--- config.mk ---
export PLATFORM = sky130hd
export DESIGN_NAME = nibble_serial_adder
export DESIGN_NICKNAME = d
export VERILOG_FILES = /design/src/rtl/nibble_serial_adder.sv
export SDC_FILE = /design/constraint.sdc
export NUM_CORES = 1
export LEC_CHECK = 0
export CAP_MARGIN = 30
export CORE_MARGIN = 1
export CORE_UTILIZATION = 42
export DETAILED_ROUTE_END_ITERATION = 8
export GPL_TIMING_DRIVEN = 0
export PLACE_DENSITY_LB_ADDON = 0.12
export SLEW_MARGIN = 20
export SYNTH_ARGS = -nofsm -noshare
export SYNTH_HDL_FRONTEND = slang
export SYNTH_SLANG_ARGS = --single-unit
export TNS_END_PERCENT = 50
--- constraint.sdc ---
create_clock -name clk -period 9.6 [get_ports clk]
set_input_delay 1.92 -clock clk [delete_from_list [all_inputs] [get_ports clk]]
set_output_delay 1.92 -clock clk [all_outputs]
set_load 0.005 [all_outputs]
--- src/rtl/nibble_serial_adder.sv ---
// Nibble-serial adder: adds two NIBBLES*4-bit operands one nibble per clock,
// LSB nibble first, through a single 4-bit ripple slice fed from a carry register.
module nibble_serial_adder #(
   parameter int NIBBLES = 4
) (
   input  logic                   clk,
   input  logic                   rst,
   input  logic                   in_valid,
   output logic                   in_ready,
   input  logic [4*NIBBLES-1:0]   a,
   input  logic [4*NIBBLES-1:0]   b,
   input  logic                   cin,
   output logic                   out_valid,
   input  logic                   out_ready,
   output logic [4*NIBBLES-1:0]   sum,
   output logic                   cout,
   output logic                   busy
);

   localparam int IW = (NIBBLES > 1) ? $clog2(NIBBLES) : 1;
   localparam logic [IW-1:0] LAST = IW'(NIBBLES - 1);

   typedef enum logic [1:0] {
      IDLE = 2'd0,
      RUN  = 2'd1,
      DONE = 2'd2
   } state_t;

   state_t state, state_nxt;

   logic [NIBBLES-1:0][3:0] a_q, b_q, sum_q;
   logic [IW-1:0]           idx;
   logic                    carry;
   logic                    cout_q;

   logic [3:0] a_nib, b_nib, s_nib;
   logic [4:0] c_chain;
   logic       c_nib;

   // One full_3 cell: returns {carry_out, sum_bit}.
   function automatic logic [1:0] full_3(input logic x, input logic y, input logic ci);
      return {(x & y) | (x & ci) | (y & ci), x ^ y ^ ci};
   endfunction

   // Select the current operand nibbles and ripple them through four full_3 cells.
   always_comb begin
      a_nib   = '0;
      b_nib   = '0;
      s_nib   = '0;
      c_chain = '0;
      for (int n = 0; n < NIBBLES; n++) begin
         if (idx == IW'(n)) begin
            a_nib = a_q[n];
            b_nib = b_q[n];
         end
      end
      c_chain[0] = carry;
      for (int k = 0; k < 4; k++) begin
         {c_chain[k+1], s_nib[k]} = full_3(a_nib[k], b_nib[k], c_chain[k]);
      end
      c_nib = c_chain[4];
   end

   // State register.
   always_ff @(posedge clk) begin
      if (rst) state <= IDLE;
      else     state <= state_nxt;
   end

   // Next-state and handshake outputs.
   always_comb begin
      state_nxt = state;
      in_ready  = 1'b0;
      out_valid = 1'b0;
      busy      = 1'b0;
      case (state)
         IDLE: begin
            in_ready = 1'b1;
            if (in_valid) state_nxt = RUN;
         end
         RUN: begin
            busy = 1'b1;
            if (idx == LAST) state_nxt = DONE;
         end
         DONE: begin
            out_valid = 1'b1;
            busy      = 1'b1;
            if (out_ready) state_nxt = IDLE;
         end
         default: state_nxt = IDLE;
      endcase
   end

   // Operand capture on acceptance; operands need no reset since RUN always follows a load.
   always_ff @(posedge clk) begin
      if (state == IDLE && in_valid) begin
         a_q <= a;
         b_q <= b;
      end
   end

   // Carry, nibble index and result registers; index stops at the last nibble.
   always_ff @(posedge clk) begin
      if (rst) begin
         idx    <= '0;
         carry  <= 1'b0;
         sum_q  <= '0;
         cout_q <= 1'b0;
      end else begin
         case (state)
            IDLE: begin
               if (in_valid) begin
                  carry <= cin;
                  idx   <= '0;
               end
            end
            RUN: begin
               carry <= c_nib;
               for (int n = 0; n < NIBBLES; n++) begin
                  if (idx == IW'(n)) sum_q[n] <= s_nib;
               end
               if (idx == LAST) cout_q <= c_nib;
               else             idx    <= idx + 1'b1;
            end
            default: ;
         endcase
      end
   end

   assign sum  = sum_q;
   assign cout = cout_q;

endmodule

After elaboration in Yosys (flattened, before gate mapping)

Index checks and enable logic that the tools add are counted.
W data, S select, Z words.

Memories kept: 0
Word-level logic and storage cells: 86
Latch bits: 0
Output and inout port bits: 20
Bits in read-only memories: 0
Register bits: 54
Input port bits: 37
Memory bits (writable): 0

$mul: 0
Add/sub/neg operators: 1
Order comparisons: 0
Shift operators: 0
Muxes and demuxes: 20
Reductions and logical operators: 12
Bitwise operators: 28
Eq/ne operators: 9
Div/mod/pow operators: 0

Operator list:

| kind                  | count |
|---|---|
| $mux W4               | 8 |
| $and A1 B1 Y1         | 12 |
| $mux W2               | 5 |
| $reduce_and A2 Y1     | 5 |
| $ne A2 B2 Y1 const B  | 4 |
| $or A1 B1 Y1          | 8 |
| $xor A1 B1 Y1         | 8 |
| $eq A2 B2 Y1 const B  | 3 |
| $pmux W2 S3           | 1 |
| $reduce_and A3 Y1     | 2 |
| $eq A2 B1 Y1 const B  | 2 |
| $logic_not A2 Y1      | 2 |
| $mux W1               | 4 |
| $pmux W2 S2           | 1 |
| $add A2 B1 Y2 const B | 1 |
| $pmux W1 S2           | 1 |
| $reduce_bool A2 Y1    | 1 |
| $reduce_or A2 Y1      | 1 |
| $logic_and A1 B1 Y1   | 1 |

Depth between registers and ports, before layout

Gate-level depths: netlist of the first run.

Depth after elaboration: 18
Gate-level depth with buffers: 14

Least setup slack after synthesis of the first run

Ideal clock, no wire load.

Path kind: in2reg
Start: input port in_valid
End: register a_q[0] (netlist name), enable pin
Path slack: 6.493 ns
Stages on the path: 1
Arrival time: 2.715 ns
Required time: 9.208 ns
Path buffers: 0
Cells stage by stage: and2_1

Longest elaborated chain between the ends: 1

Ends and longest elaborated chain:

| what                   | line | RTL |
|---|---|---|
| start: declaration     | 8    | `input logic in_valid,` |
| $logic_and A1 B1 Y1    | 96   | `if (state == IDLE && in_valid) begin` |
| end signal: assignment | 97   | `a_q <= a;` |
| end: declaration       | 31   | `logic [NIBBLES-1:0][3:0] a_q, b_q, sum_q;` |

Every way passes these cells.
A chain may end at the register's enable or synchronous reset.

Final worst setup path of the first run

Start: register state[0]
End: output port in_ready

Longest elaborated chain between the ends: 2

Ends and longest elaborated chain:

| what                     | line | RTL |
|---|---|---|
| start: declaration       | 29   | `state_t state, state_nxt;` |
| start signal: assignment | 67   | `else state <= state_nxt;` |
| $logic_not A2 Y1         | 76   | `case (state)` |
| $mux W1                  | 76   |  |
| end: declaration         | 9    | `output logic in_ready,` |

Every way passes these cells.

==> reports/qor.yml, run 1 <==
min_to: "sum[1]$_SDFFE_PP0P_"
crit_arrival_ns: 1.60
htree_levels: 2
fin_crit_sh: 0.367
syn_avg_cell_area_um2: 11.5
holdPathStages: 2
dp_slack_ns: 5.99
num_rows: 27
setup_viol: 0
cp_max_fo: 8
wl_per_cell_um: 13.8
path_clk_slew_ns: 0.09
clock-sinks: 54
netSwitchingPower_uw: 285
slew_violations: 0
p_leak_nw: 1.14
crit_buf_inv: 2
start_kind: "flip-flop"
antenna_found_initial: 0
path_class: "reg2out"
clk_latency_ns: 0.30
maxCapViolations: 0
crit_chain: "inv_1 -> ha_1 -> clkdlybuf4s50_1"
grt_pass1_vias: 1615
finish.utilization: 0.570
syn_to_final_growth_pct: 30.9
cts_resized: 0
drt_iter0_drc: 114
post-route-cell-area_um2: 3120
cts_hold_buf: 0
fp.dieH_um: 77.3
synth_edf_count: 32
slowest_stage: "clkdlybuf4s50_1"
rsz0062_at_grt: "false"
cts_buffer_depth: 2
grt_pass1_wl_mm: 7.91
finalWorstSetupSlack_ns: 6.08
vias: 1707
synthDistinctLibCells: 32
finalHoldViolCount: 0
critPathCaptureType: "output pin"
crit_family: "buffers and inverters"
die_x_um: 77.3
worst_pin_slew_ns: 0.706
routed_wl_mm: 4.74
cts_tree: "yes"
antenna_cells: 0
fin_nets: 318
drc_errors: 0
r2r_start: "idx[0]$_SDFFE_PP0P_"
syn_area_um2: 2380
dpl_cell_area_um2: 3030
ant_nets: 0
async_flop_share: 0
synth_flop_cell: "edfxtp_1"
io_pins: 57
hold_ws_ns: 0.459
comb_power_share: 0.440
p_int_uw: 504
viasPerCell: 4.98
dieArea_um2: 5980
fmax_mhz: 284
synth_warnings: 0
dr.pass1.iters: 4
grt_use_total: 0.172
p_sw_frac: 0.361
routabilityCongestion: 0.782
gr-total-overflow: 0
synth.net_count: 255
max_stage_delay_ns: 0.56
clkPwrFrac: 0.156
seqPwrFrac: 0.404
final_cell_mix: "56 x clkdlybuf4s50_1, 32 x edfxtp_1, 29 x a21oi_1, 22 x dfxtp_1, 17 x nand2_1"
grt_max_degree: 33
cts_buffers: 5
mostFrequentLayoutCell: "clkdlybuf4s50_1"
finalClockSkew_ns: 0.00438
crit_required_ns: 7.68
irDropWorstVdd_uv: 124
hold_start: "sum[1]$_SDFFE_PP0P_"
synth_cells: 207
status: "finished clean"
synth_seq_cells: 54
r2r_slack_ns: 6.19
r2r_cells: 13
finalCriticalPeriod_ns: 3.52
postCtsSetupRepairBufs: 0
power_density_nw_per_um2: 253
fin_tns_setup_ns: 0
r2r_end: "sum[7]$_SDFFE_PP0P_"
yosysSeqAreaShare: 0.588
start_util: 0.435
io_buffers: 56
drive_above_1_share: 0.0923
worst_hold_path_type: "reg2reg"
coreArea_um2: 5470
cts-root-buf: "clkbuf_8"
dp_hpwl_mm: 3.37
slew_headroom: 0.529
## synthesized netlist by cell type, types with 2 or more instances
| master | n | share of area |
|---|---|---|
| nand3_1 | 8 | 0.017 |
| nor2b_1 | 3 | 0.0079 |
| nand2b_1 | 5 | 0.013 |
| and2_1 | 2 | 0.0053 |
| inv_1 | 15 | 0.024 |
| o21ai_0 | 9 | 0.019 |
| a22oi_1 | 4 | 0.013 |
| edfxtp_1 | 32 | 0.40 |
| nor2_1 | 7 | 0.011 |
| a22o_1 | 4 | 0.015 |
| fa_1 | 4 | 0.034 |
| o21ai_1 | 2 | 0.0042 |
| mux2i_1 | 4 | 0.017 |
| nand2_1 | 17 | 0.027 |
| a21oi_1 | 29 | 0.061 |
| ha_1 | 7 | 0.037 |
| a311oi_1 | 6 | 0.022 |
| a31oi_1 | 3 | 0.0079 |
| dfxtp_1 | 22 | 0.18 |
| buf_4 | 4 | 0.013 |
| a211oi_2 | 3 | 0.016 |
| buf_2 | 7 | 0.015 |
## registers in the layout, indices dropped and copies added, names as in the netlist
name   count
a_q       16
sum       16
carry      1
state      2
b_q       16
idx        2
cout       1
## area by class of cell
class / count / area, µm²
plain buffers: 13 / 72.6
clock buffers: 7 / 77.6
clock inverters: 1 / 7.51
fillers: 494 / 2350
inverters: 15 / 56.3
multi-input cells: 125 / 853
flip-flops and latches: 54 / 1400
well taps: 72 / 90.1
repair buffers: 56 / 561
## kinds of logic after synthesis
kind of cell,after synthesis,share of synthesized area
AO/OA/AOI/OAI,64,0.171
buffers and inverters,28,0.0541
AND/OR/NAND/NOR,46,0.0998
multiplexers,4,0.0168
adder cells (fa/ha/maj),11,0.0704
flip-flops,54,0.588
## worst min-delay path, cell delays in order, from the launching register on
cell     delay, ns
dfxtp_1       0.32
nand2_1       0.05
a21oi_1       0.05
## through the flow
stage | cells | total power, mW
2_1_floorplan | 207 | 0.554
3_5_place_dp | 335 | 0.673
3_3_place_gp | 335 | 0.671
4_1_cts | 343 | 0.796
5_1_grt | 343 | 0.856
6_report | 343 | 0.789
## power groups by stage
| stage | combinational [mW] | clock, mW | sequential [mW] |
|---|---|---|---|
| after floorplan | 0.234 | 0 | 0.321 |
| after global placement | 0.347 | 0 | 0.324 |
| after detailed placement | 0.349 | 0 | 0.324 |
| after CTS | 0.350 | 0.127 | 0.319 |
| after global routing | 0.391 | 0.139 | 0.325 |
| final | 0.347 | 0.123 | 0.319 |
## per-layer routing
layer | share of wire | wire [µm] | vias to the layer above | global-route usage
met4 | 0.012 | 59 | 0 | 0.0509
met1 | 0.47 | 2230 | 793 | 0.242
li1 | - | - | 860 | -
met2 | 0.46 | 2190 | 49 | 0.259
met5 | 0 | 0 | - | 0
met3 | 0.056 | 264 | 5 | 0.0452
## worst max-delay path by stage
| stage | startpoint | end | slack [ns] | cells past startpoint |
|---|---|---|---|---|
| detailed placement | in_valid | b_q[8]$_DFFE_PP_ | 5.99 | 2 |
| global route | idx[0]$_SDFFE_PP0P_ | sum[11]$_SDFFE_PP0P_ | 5.91 | 13 |
| global placement | in_valid | b_q[8]$_DFFE_PP_ | 5.55 | 2 |
| finish | state[0]$_SDFFE_PP0P_ | in_ready | 6.08 | 3 |
| floorplan | in_valid | a_q[0]$_DFFE_PP_ | 6.49 | 1 |
| CTS | state[1]$_SDFFE_PP0P_ | in_ready | 6.05 | 3 |
Note: power is estimated with default switching activity, not from simulation.
==> run 2: changes to the inputs <==
==> constraint.sdc (replaced) <==
create_clock -name clk -period 3.7 [get_ports clk]
set_input_delay 0.74 -clock clk [delete_from_list [all_inputs] [get_ports clk]]
set_output_delay 0.74 -clock clk [all_outputs]
set_load 0.005 [all_outputs]
==> results of run 2 <==
Same layout as run 1 (identical final DEF). Status: finished clean.
Among the figures that moved: setup slack after placement 5.99 ns -> 0.342 ns; setup slack after layout 6.08 ns -> 0.290 ns; start point of the critical path state[0]$_SDFFE_PP0P_ -> idx[0]$_SDFFE_PP0P_; end point of the critical path in_ready -> sum[7]$_SDFFE_PP0P_; register-to-register setup slack 6.19 ns -> 0.29 ns; total power 0.789 mW -> 2.05 mW; worst IR drop on VDD 124 µV -> 322 µV
==> variant 1, RTL diff (config.mk and constraints of run 2) <==
Change the parameter `NIBBLES` from 4 to 8. Comments in the files are not updated.
--- a/src/rtl/nibble_serial_adder.sv
+++ b/src/rtl/nibble_serial_adder.sv
@@ -1,7 +1,7 @@
 // Nibble-serial adder: adds two NIBBLES*4-bit operands one nibble per clock,
 // LSB nibble first, through a single 4-bit ripple slice fed from a carry register.
 module nibble_serial_adder #(
-   parameter int NIBBLES = 4
+   parameter int NIBBLES = 8
 ) (
    input  logic                   clk,
    input  logic                   rst,
Interface: changed (resized a, b and sum); port bits go from 57 to 105. No check against the original RTL was run, so the function may have changed too.
==> variant 1 against run 2 <==
Clock power rose by 120%; routed wire length rose by 120%; clock skew rose by 0.0091 ns; worst hold slack improved by 0.0078 ns; setup slack got worse by 0.21 ns; maximum frequency fell by 5.7%; total power rose by 89%; final area rose by 95%; sequential share of layout area fell by 0.41 points; final cell count rose by 91%; area after synthesis rose by 88%; count of clock-buffer cells in the layout rose by 4; sequential cell count rose by 49; via count rose by 100%; critical endpoint is now sum[11]; largest cell class unchanged; highest routed layer unchanged.
==> variant 1: results <==
export IMPL_routedLengthMet1_um=4460
export IMPL_route_vias_total=3409
export IMPL_nonClkBufAreaFrac=0.216
export IMPL_cts_resized_gates=11
export IMPL_critPathSlowestCell="sky130_fd_sc_hd__fa_2"
export IMPL_cts_made_buffers=9
export IMPL_synthAdderAreaFrac=0.0430
export IMPL_distinct_cell_type_count_of_the_synthesized_netlist=45
export IMPL_cts_sink_count=103
export IMPL_combPwrFrac=0.418
export IMPL_grt_use_total=0.194
export IMPL_status="complete, no violations"
export IMPL_place_congestion=0.861
export IMPL_area_taken_by_multi_input_logic_gates_um2=1600
export IMPL_dpl_cell_area_um2=5740
export IMPL_power_sequential_mw=1.54
export IMPL_power_report_internal_total_mw=2.39
export IMPL_routed_wl_met2_um=5040
export IMPL_crit_path_setup_slack_layout_ns=0.0827
export IMPL_routed_via_count_divided_by_cell_count=5.20
export IMPL_num_clock_buffers=11
export IMPL_post_route_cells_drive_above_1_share=0.145
export IMPL_synth_enable_flop_cells=64
export IMPL_timing_critical_path_slowest_cell_delay_ns=0.54
export IMPL_area_fraction_in_compound_gates_after_synthesis=0.144
export IMPL_p_leak_nw=2.19
export IMPL_syn_instance_count=394
export IMPL_first_global_vias=3308
export IMPL_placed_cells=636
export IMPL_synthMuxAreaShare=0.0360
export IMPL_irDropWorstVdd_mv=0.322
export IMPL_final_hold_worst_slack_ns=0.467
export IMPL_timing_hold_worst_endpoint="sum[29]"
export IMPL_groute_layer_met1_usage=0.243
export IMPL_grt_use_met2=0.332
export IMPL_power_density_cell_area_nw_per_um2=636
export IMPL_largest_net_degree_at_the_start_of_global_routing=25
export IMPL_met3RoutedLength_um=677
export IMPL_multiInputCombCellCount=233
export IMPL_firstDrtPassIters=5
export IMPL_detail_route_iter0_violations=119
export IMPL_ctsHtreeMaxLevel=3
## variant 1: cell types whose count changed after synthesis, moves of 5 or more
cell,before,now
sky130_fd_sc_hd__a311oi_1,6,0
sky130_fd_sc_hd__a21oi_1,29,24
sky130_fd_sc_hd__clkbuf_1,1,10
sky130_fd_sc_hd__nand2_1,17,29
sky130_fd_sc_hd__a221oi_1,0,8
sky130_fd_sc_hd__edfxtp_1,32,64
sky130_fd_sc_hd__mux2i_1,4,15
sky130_fd_sc_hd__dfxtp_1,22,39
sky130_fd_sc_hd__nor2_1,7,51
sky130_fd_sc_hd__inv_1,15,25
sky130_fd_sc_hd__buf_2,7,18
sky130_fd_sc_hd__a211oi_1,0,17
## variant 1: how the worst max path moves through the flow
stage | startpoint | end | depth (start not counted)
finish | idx[2] | sum[11] | 14
global route | idx[2] | sum[15] | 18
CTS | idx[1] | sum[15] | 16
detailed placement | idx[2] | sum[15] | 19
global placement | in_valid | b_q[18] | 3
floorplan | idx[2] | sum[15] | 18
==> variant 2, RTL diff (flow settings as in run 2) <==
Without the edit above. Re-encode `state_t` (3 states) as one-hot, 3 bits wide.
--- a/src/rtl/nibble_serial_adder.sv
+++ b/src/rtl/nibble_serial_adder.sv
@@ -20,10 +20,10 @@
    localparam int IW = (NIBBLES > 1) ? $clog2(NIBBLES) : 1;
    localparam logic [IW-1:0] LAST = IW'(NIBBLES - 1);
 
-   typedef enum logic [1:0] {
-      IDLE = 2'd0,
-      RUN  = 2'd1,
-      DONE = 2'd2
+   typedef enum logic [2:0] {
+      IDLE = 3'b001,
+      RUN  = 3'b010,
+      DONE = 3'b100
    } state_t;
 
    state_t state, state_nxt;
Behaviour: same outputs for any inputs over 10 cycles, from zero or initial values and one cycle with rst high; not proved beyond that.
==> variant 2 against run 2 <==
Clock skew increased by 0.00061 ns; final area increased by 0.40%; area after synthesis unchanged; setup slack better by 0.077 ns; routed wire length decreased by 9.5%; sequential cell count is 1 higher; critical path type unchanged; largest cell class unchanged.
Power is not compared: it rests on default switching activity, and its combinational part moved more than twofold at a synthesized area within 25%.
==> variant 2: results <==
export IMPL_status="complete, no violations"
export IMPL_place_congestion=0.779
export IMPL_hold_start="sum[3]"
export IMPL_syn_instance_count=184
export IMPL_area_fraction_in_compound_gates_after_synthesis=0.131
export IMPL_final_hold_worst_slack_ns=0.501
export IMPL_timing_hold_worst_endpoint="sum[3]"
export IMPL_global_route_wire_length_before_repair_um=7420
export IMPL_place_worst_setup_slack_ns=0.213
export IMPL_finalClockSkew_ns=0.00500
export IMPL_postSynthNetCount=229
export IMPL_grt_met3_usage=0.0417
export IMPL_synthMuxAreaShare=0.0378
export IMPL_timing_critical_path_arrival_ns=3.55
export IMPL_placed_cells=313
export IMPL_fin_cells=320
export IMPL_ys_seq_elements=55
export IMPL_largest_net_degree_at_the_start_of_global_routing=31
export IMPL_proportion_of_cell_area_occupied_by_multi_input_gates=0.270
export IMPL_groute_layer_met1_usage=0.221
export IMPL_fillers=486
export IMPL_detailed_place_hpwl_um=3300
export IMPL_grt_use_met2=0.252
export IMPL_final_clk_cell_share=0.0264
export IMPL_non_clock_inverter_count=10
export IMPL_post_route_cells_drive_above_1_share=0.105
variant 2: where the power goes:
group	total [mW]	internal (mW)	switching, mW	leakage (nW)
clock network	0.311	0.135	0.176	0.0428
registers	0.735	0.713	0.0215	0.488
logic	0.302	0.150	0.152	0.568
variant 2: worst max-delay path, cell delays in order (launching register included):
cell,delay (ns)
sky130_fd_sc_hd__dfxtp_1,0.42
sky130_fd_sc_hd__inv_1,0.09
sky130_fd_sc_hd__ha_1,0.39
sky130_fd_sc_hd__a21oi_1,0.18
sky130_fd_sc_hd__o21ai_0,0.11
sky130_fd_sc_hd__a22oi_1,0.22
sky130_fd_sc_hd__fa_1,0.24
sky130_fd_sc_hd__inv_1,0.06
sky130_fd_sc_hd__fa_1,0.37
sky130_fd_sc_hd__fa_1,0.36
sky130_fd_sc_hd__inv_1,0.07
sky130_fd_sc_hd__fa_1,0.50
sky130_fd_sc_hd__a211oi_1,0.23
